$ cat src/rtl/bram_stream_reader.sv
// Small synchronous FIFO with head-of-queue output and synchronous clear.
// Latency: a pushed word is visible at the head the cycle after the push edge.
// Backpressure: none internally; the caller must never push when full or pop when empty.
module bram_stream_fifo #(
    parameter int WIDTH = 8,
    parameter int DEPTH = 2
) (
    input  logic                         clk,
    input  logic                         rst,
    input  logic                         clr,
    input  logic                         push_vld,
    input  logic [WIDTH-1:0]             push_dat,
    input  logic                         pop,
    output logic [$clog2(DEPTH+1)-1:0]   count,
    output logic                         empty,
    output logic [WIDTH-1:0]             head_dat
);
    localparam int PW = (DEPTH > 1) ? $clog2(DEPTH) : 1;

    logic [WIDTH-1:0] mem [DEPTH];
    logic [PW-1:0]    wr_ptr;
    logic [PW-1:0]    rd_ptr;

    always_ff @(posedge clk or negedge rst) begin
        if (!rst) begin
            wr_ptr <= '0;
            rd_ptr <= '0;
            count  <= '0;
            for (int i = 0; i < DEPTH; i++) begin
                mem[i] <= '0;
            end
        end else if (clr) begin
            wr_ptr <= '0;
            rd_ptr <= '0;
            count  <= '0;
        end else begin
            if (push_vld) begin
                mem[wr_ptr] <= push_dat;
                wr_ptr      <= wr_ptr + 1'b1;
            end
            if (pop) begin
                rd_ptr <= rd_ptr + 1'b1;
            end
            if (push_vld && !pop) begin
                count <= count + 1'b1;
            end else if (!push_vld && pop) begin
                count <= count - 1'b1;
            end
        end
    end

    assign empty    = (count == '0);
    assign head_dat = mem[rd_ptr];
endmodule

// Burst reader: turns (addr, len) requests into BRAM reads and a valid/ready line stream.
// Latency: request edge E0 -> read in the next cycle -> out_valid after edge E2.
// Backpressure: reads are throttled so FIFO entries plus the in-flight read never exceed 2.
module bram_stream_reader #(
    parameter int LINE_WIDTH = 32,
    parameter int DEPTH      = 128,
    parameter int AW         = $clog2(DEPTH)
) (
    input  logic                  clk,
    input  logic                  rst,
    input  logic                  req_valid,
    output logic                  req_ready,
    input  logic [AW-1:0]         req_addr,
    input  logic [AW:0]           req_len,
    input  logic                  flush,
    output logic                  bram_ren,
    output logic [AW-1:0]         bram_raddr,
    input  logic [LINE_WIDTH-1:0] bram_rline,
    output logic                  out_valid,
    input  logic                  out_ready,
    output logic [LINE_WIDTH-1:0] out_line,
    output logic                  out_last,
    output logic                  busy
);
    typedef enum logic [1:0] {
        IDLE  = 2'd0,
        RUN   = 2'd1,
        DRAIN = 2'd2
    } state_t;

    state_t          state;
    state_t          state_nxt;
    logic [AW-1:0]   issue_ptr;
    logic [AW:0]     remaining_issue;
    logic            inflight;
    logic            inflight_last;
    logic [1:0]      fifo_count;
    logic            fifo_empty;
    logic            pop;
    logic            accept;
    logic            last_issue;
    logic [2:0]      occupancy;
    logic [LINE_WIDTH:0] head_dat;

    assign pop        = out_valid & out_ready;
    assign occupancy  = 3'(fifo_count) + 3'(inflight) - 3'(pop);
    assign last_issue = (remaining_issue == {{AW{1'b0}}, 1'b1});
    assign accept     = (state == IDLE) && req_valid && !flush && (req_len != '0);

    always_ff @(posedge clk or negedge rst) begin
        if (!rst) begin
            state <= IDLE;
        end else begin
            state <= state_nxt;
        end
    end

    always_comb begin
        state_nxt = state;
        bram_ren  = 1'b0;
        case (state)
            IDLE: begin
                if (accept) begin
                    state_nxt = RUN;
                end
            end
            RUN: begin
                bram_ren = (remaining_issue != '0) && (occupancy < 3'd2);
                if (bram_ren && last_issue) begin
                    state_nxt = DRAIN;
                end
            end
            DRAIN: begin
                if (pop && out_last) begin
                    state_nxt = IDLE;
                end
            end
            default: state_nxt = IDLE;
        endcase
        if (flush) begin
            bram_ren  = 1'b0;
            state_nxt = IDLE;
        end
    end

    always_ff @(posedge clk or negedge rst) begin
        if (!rst) begin
            issue_ptr       <= '0;
            remaining_issue <= '0;
            inflight        <= 1'b0;
            inflight_last   <= 1'b0;
        end else if (flush) begin
            issue_ptr       <= '0;
            remaining_issue <= '0;
            inflight        <= 1'b0;
            inflight_last   <= 1'b0;
        end else begin
            if (accept) begin
                issue_ptr       <= req_addr;
                remaining_issue <= req_len;
            end else if (bram_ren) begin
                issue_ptr       <= issue_ptr + 1'b1;
                remaining_issue <= remaining_issue - 1'b1;
            end
            inflight      <= bram_ren;
            inflight_last <= bram_ren && last_issue;
        end
    end

    // A read landing on the flush edge is dropped: the clear wins inside the FIFO.
    bram_stream_fifo #(
        .WIDTH (LINE_WIDTH + 1),
        .DEPTH (2)
    ) u_fifo (
        .clk      (clk),
        .rst      (rst),
        .clr      (flush),
        .push_vld (inflight && !flush),
        .push_dat ({inflight_last, bram_rline}),
        .pop      (pop),
        .count    (fifo_count),
        .empty    (fifo_empty),
        .head_dat (head_dat)
    );

    assign bram_raddr = issue_ptr;
    assign out_valid  = !fifo_empty;
    assign out_line   = head_dat[LINE_WIDTH-1:0];
    assign out_last   = head_dat[LINE_WIDTH];
    assign req_ready  = (state == IDLE);
    assign busy       = (state != IDLE);
endmodule

$ cat config.mk
export PLATFORM = sky130hd
export DESIGN_NAME = bram_stream_reader
export DESIGN_NICKNAME = d
export VERILOG_FILES = /design/src/rtl/bram_stream_reader.sv
export SDC_FILE = /design/constraint.sdc
export NUM_CORES = 1
export LEC_CHECK = 0
export BUFFER_PORTS_ARGS = -buffer_cell sky130_fd_sc_hd__buf_2
export CORE_UTILIZATION = 50
export CTS_BUF_LIST = sky130_fd_sc_hd__clkbuf_16
export CTS_CLUSTER_DIAMETER = 150
export DETAILED_ROUTE_END_ITERATION = 6
export MAX_ROUTING_LAYER = met4
export PLACE_DENSITY = 0.71
export SETUP_SLACK_MARGIN = 0.15
export SYNTH_ARGS = -nofsm -noshare
export SYNTH_HDL_FRONTEND = slang
export SYNTH_SLANG_ARGS = --single-unit
$ cat constraint.sdc
create_clock -name clk -period 5.47 [get_ports clk]
set_input_delay 1.094 -clock clk [delete_from_list [all_inputs] [get_ports clk]]
set_output_delay 1.094 -clock clk [all_outputs]
set_load 0.05 [all_outputs]
# Yosys cells after proc, flatten, opt, wreduce, memory -nomap -nowiden
# Cells that the tools add are included.
# word_totals
reg_bits	89
inputBits	52
out_inout_bits	44
word_cells	86
# classes
addsub	8
magnitude_cmp	4
n_eq_ne	6
mux	28
bitwise_logic	4
n_reduce_logical	26
# op_table
op	n
33-bit two-way mux	4
66-bit bitwise mux	1
33-bit demux with 1-bit select	1
8-bit two-way mux	3
7-bit two-way mux	3
8-bit nonzero test	2
2-bit two-way mux	7
1-bit logical AND	11
8-bit by 1-bit equality test with 1-bit output (second input constant)	1
1-bit two-way mux	8
8-bit by 1-bit subtractor with 8-bit output (second input constant)	1
7-bit by 1-bit adder with 7-bit output (second input constant)	1
3-bit inequality test (second input constant)	2
2-bit one-hot mux with 3 select lines	1
2-bit nonzero test	3
3-bit nonzero test	2
2-bit >= comparator (second input constant)	2
1-bit zero test	4
2-bit zero test	2
1-bit NOT with 2-bit output	2
2-bit by 1-bit adder with 3-bit output	1
3-bit by 2-bit less-than comparator with 1-bit output (second input constant)	1
3-bit by 1-bit inequality test with 1-bit output (second input constant)	1
3-bit AND reduction	1
other kinds (10)	11

# Depth between registers and ports, before layout
# depth
depth_word	11
depth_mapped	10
ltp_nobuf	9

# Hierarchy
# A second synthesis with hierarchy kept.
# hier_totals
cells_unflattened	325
area_unflattened_um2	4349.2
# by_module_without_submodules
module	n_inst	cells_each	area_each_um2	seq_area_each_um2
bram_stream_fifo	1	195	3070.4	1751.7
bram_stream_reader	1	130	1278.7	475.5

# Worst setup path before layout
# OpenSTA, ideal clock, no wires.
# synth_timing
path_type	input port to output port
start	in out_ready
end	out bram_ren
arrival_ns	3.148
t_required_ns	4.376
slack_ns	1.228
cell_stages	9
path_buffers	1
path_cell_list	nand2_1 > mux2i_1 > nand2_1 > fa_1 > xnor2_1 > and3_4 > and2_4 > buf_6 > nor2b_1
# synth_between
elab_chain_len	6
# synth_lines
item	line_no	source
from (decl)	75	input logic out_ready,
1-bit AND	100	assign pop = out_valid & out_ready;
3-bit by 1-bit subtractor with 3-bit output	101	assign occupancy = 3'(fifo_count) + 3'(inflight) - 3'(pop);
3-bit by 2-bit less-than comparator with 1-bit output	123	bram_ren = (remaining_issue != '0) && (occupancy < 3'd2);
1-bit logical AND	123	
1-bit two-way mux	116	case (state)
1-bit two-way mux	135	if (flush) begin
to (decl)	71	output logic bram_ren,
# No other way between the ends.

# Worst setup path after layout
# Same ends and word-level chain as after synthesis.

==> results.md <==
Final layout:
- The utilization of the core after routing is 62.3%.
- In the final layout, the share of cells above drive strength 1 is 54.8%.
- Fill cells in the final layout number 699.
- The synthesis-to-finish area growth is 19.3%.
- 0 antenna diodes ended up in the layout.
- In the final design database the tool counted 477 nets.

Route:
- In the routed layout, each cell is associated on average with a via count of 5.38.
- The iteration-0 DRC count of the detailed router is slightly above 90.
- The final routed wire length divided by cell count is 15.8 microns.
- The iteration count of the initial detailed-routing pass is 4.
- Across all layers, the routed design uses ~2,900 vias.
- The overall routed net length is 8370 microns.
- The detail route stage leaves a number of antenna-violating nets equal to 0.
- The DRC violations left is 0.

Timing:
- The count of final hold-check violations is 0.
- Setup repair after global routing left no endpoint under its margin.
- In the final timing run, aggregate negative setup slack is 0 ns.
- The highest achievable clock rate is 235 MHz.
- For the pin with the worst max-slew slack, the measured transition is 0.886 ns.
- Clock skew on the completed layout was measured at 0.00893 ns.
- Setup violations remaining at the end of the flow were counted as 0.
- The headroom to the max-slew limit is 40.8%.
- The final-report max-slew violation count came to 0.
- Dividing the final minimum period by the clock period gives 77.9%.
- After layout, the minimum clock period comes to 4.26 ns.

Clock tree:
- The clock passes through at most 2 buffers.
- The post-cts resize count is 0.
- CTS placed an instance of clkbuf_16 at the clock tree root.
- The clock net sink count is 89.
- After clock tree synthesis, the flow added hold-fix buffers numbering 0.
- The CTS buffer count is 9.
- The clock-pin slew reported for the worst setup and hold paths after clock tree synthesis is 0.06 ns.
- TritonCTS built the clock tree.
- The number of setup buffers added after CTS is 0.
- The number of H-tree levels is 3.
- At the later pin of the worst-skew pair, clock insertion delay measures 0.33 ns.

Synth:
- The instance count of the mapped netlist is 329.
- The mapped netlist covers 4360 sq um.
- The predominant post-synthesis flop cell is dfrtp_1.
- The share of synthesized flip-flops with an asynchronous set or reset is 100%.
- The yosys synthesis warning count is 0.
- The synthesized netlist contains 46 unique library cells.
- Synthesis produced a netlist with a net count of 386.
- The sequential-to-total area share from yosys stat is between 50 and 60%.
- The synthesized design contains 89 register bits.
- The synthesized area per cell is around 13 sq um.
- Counting flops with a built-in enable in the synthesized netlist gives 0.

Floorplan:
- In this run the horizontal extent of the chip is 95.4 microns.
- The count of standard-cell rows is 33.
- The floorplan step defined a die boundary enclosing a little over 9000 sq um.
- The core region is 8340 sq um.
- The initial utilization of the core area, before any placement, comes to 52.3%.
- The number of top-level pins is 96.
- The vertical extent of the die is 95.4 microns.

Job:
- The number of maximum-capacitance constraint violations is 0.

Setup path:
- The worst register-to-register path has a setup slack of 2.97 ns.
- Data on the critical path arrives at its endpoint at 3.17 ns.
- The worst setup path is captured at an output pin.
- STA classifies the critical path startpoint as an input port.
- The largest fanout of any net on the critical path is 12.
- The critical path class is input port to output pin.
- At the worst endpoint, the required time is about 4.4 ns.

Global routing:
- For this run, the total global-route usage over all layers was measured as between 20% and 30%.
- Entering global routing, the biggest net connects 52 pins.
- The global-route wire length before repair is approximately 14,000 microns.
- The number of antenna violations at the first check in global routing is 0.
- The number of global-route vias before repair is 2,848.
- For this run the aggregate overflow at the end of global routing stands at 0.

Worst hold path:
- The path category of the worst min-delay check is flop to flop.

Pwr:
- Net switching is 39.7% of the power.
- The power per cell area is around 530 nW/um^2.
- Across the VDD grid, the largest voltage drop is 0.247 mV.
- The analysis attributes to net switching a power of 1.10 mW.
- The internal power is 1.67 mW.
- The power consumption is about 2.8 mW.
- The sequential cell fraction of total power is between 30% and 40%.
- The total leakage power is between 2 and 2.5 nW.
- Combinational logic is responsible for between 40% and 50% of the overall power.
- The clock network power share is between 20 and 25%.

Placed design:
- The count of input and output buffers is 95.
- The final HPWL from detailed placement is 5750 microns.
- The congestion estimate from routability-driven global placement came to around 0.78.

Status:
- The run finished with clean final reports.
-- path summary, 6_finish.rpt --
check / start / cells past startpoint / end
max: out_ready / 10 / bram_ren
min: inflight_last / 1 / u_fifo.mem[32]
max reg2reg: u_fifo.count[1] / 9 / bram_raddr[1]
min reg2reg: inflight_last / 1 / u_fifo.mem[32]
max in group asynchronous: rst / 2 / u_fifo.mem[27]
min in group asynchronous: rst / 1 / u_fifo.mem[4]
-- sequential cells by signal, indices dropped and copies added (netlist names) --
signal,cells
inflight_last,1
u_fifo.mem,66
remaining_issue,8
u_fifo.wr_ptr,1
u_fifo.rd_ptr,1
u_fifo.count,2
bram_raddr,7
state,2
inflight,1
-- layout by cell type (no fill, tap or decap), types with 2 or more instances in the layout --
master | netlist | final
mux2_2 | 99 | 99
buf_2 | 8 | 94
dfrtp_1 | 89 | 89
nor2_1 | 25 | 25
xor2_1 | 10 | 10
clkbuf_16 | 0 | 9
inv_1 | 5 | 8
a211oi_1 | 8 | 8
nand2_1 | 7 | 7
nand3_2 | 7 | 7
xnor2_1 | 6 | 6
buf_4 | 4 | 6
a211oi_2 | 5 | 5
nor2b_1 | 4 | 4
ha_1 | 4 | 4
nand4_1 | 3 | 3
nor3_1 | 3 | 3
mux2i_1 | 2 | 2
nand3_1 | 2 | 2
and2_1 | 2 | 2
nor4_1 | 2 | 2
nand4b_1 | 2 | 2
a21oi_1 | 2 | 2
and4b_1 | 2 | 2
and3_1 | 2 | 2
bufinv_16 | 0 | 2
-- synthesized netlist by cell type (all sizes together), types with 2 or more instances --
library cell | instances | area share (%)
and4b | 2 | 0.46
xor2 | 10 | 2.0
nor2b | 4 | 0.57
xnor2 | 6 | 1.2
ha | 4 | 1.1
nor3 | 4 | 0.72
and3 | 3 | 0.55
nand3 | 9 | 1.8
clkbuf | 2 | 0.17
mux2i | 2 | 0.46
mux2 | 99 | 26
nand2 | 7 | 0.60
nor2 | 25 | 2.2
and2 | 3 | 0.49
nand4b | 2 | 0.40
nor4 | 2 | 0.29
dfrtp | 89 | 51
inv | 5 | 0.43
a21oi | 2 | 0.23
a211oi | 13 | 2.8
nand4 | 5 | 1.2
buf | 18 | 2.7
-- logic make-up (layout without fill, tap and decap cells) --
group	after synthesis	after routing	synth area share [%]
multiplexers	101	101	26.0
flip-flops	89	89	51.1
AND/OR/NAND/NOR	72	72	10.5
buffers and inverters	25	121	3.27
AO/OA/AOI/OAI	21	21	4.28
XOR/XNOR	16	16	3.22
adder cells (fa/ha/maj)	5	5	1.61
-- final cells by class --
cell class | instances | area (sq um) | area share, %
flip-flops and latches | 89 | 2230 | 42.8
repair buffers | 100 | 515 | 9.91
clock buffers | 9 | 225 | 4.33
well taps | 105 | 131 | 2.53
clock inverters | 7 | 87.6 | 1.68
multi-input cells | 215 | 1990 | 38.4
inverters | 5 | 18.8 | 0.361
-- power by group through the flow --
stage               Clock, mW  Combinational [mW]  Sequential, mW
floorplan                   0               0.938           0.981
global placement            0                1.13           0.982
detailed placement          0                1.15            1.00
CTS                     0.657                1.15           0.990
global route            0.694                1.21            1.02
finish                  0.645                1.14           0.988
-- stage by stage --
stage          cells  area [sq um]  setup slack (ns)  hold WS (ns)
2_1_floorplan    329          4360              1.23         0.470
3_3_place_gp     514          4890              1.26         0.481
3_5_place_dp     514          4890              1.20         0.487
4_1_cts          530          5200              1.20         0.503
5_1_grt          530          5200              1.03         0.516
6_report         530          5200              1.21         0.498
-- worst max-delay path, stage by stage --
cell and delay [ns]:
buf_2 0.12, nand2_1 0.09, mux2i_1 0.22, nand2_1 0.10, fa_1 0.39, xnor2_1 0.18, and3_4 0.34, and2_4 0.24
nor2b_1 0.13, buf_2 0.27
-- metal layers --
layer / wire [microns] / GRT usage, % / up-vias
met3: 379 / 4.55 / 9
li1: - / - / 1353
met4: 108 / 7.20 / 0
met5: 0 / - / -
met1: 3950 / 26.3 / 1415
met2: 3940 / 33.2 / 73
Note: power is estimated with default switching activity, not from simulation.
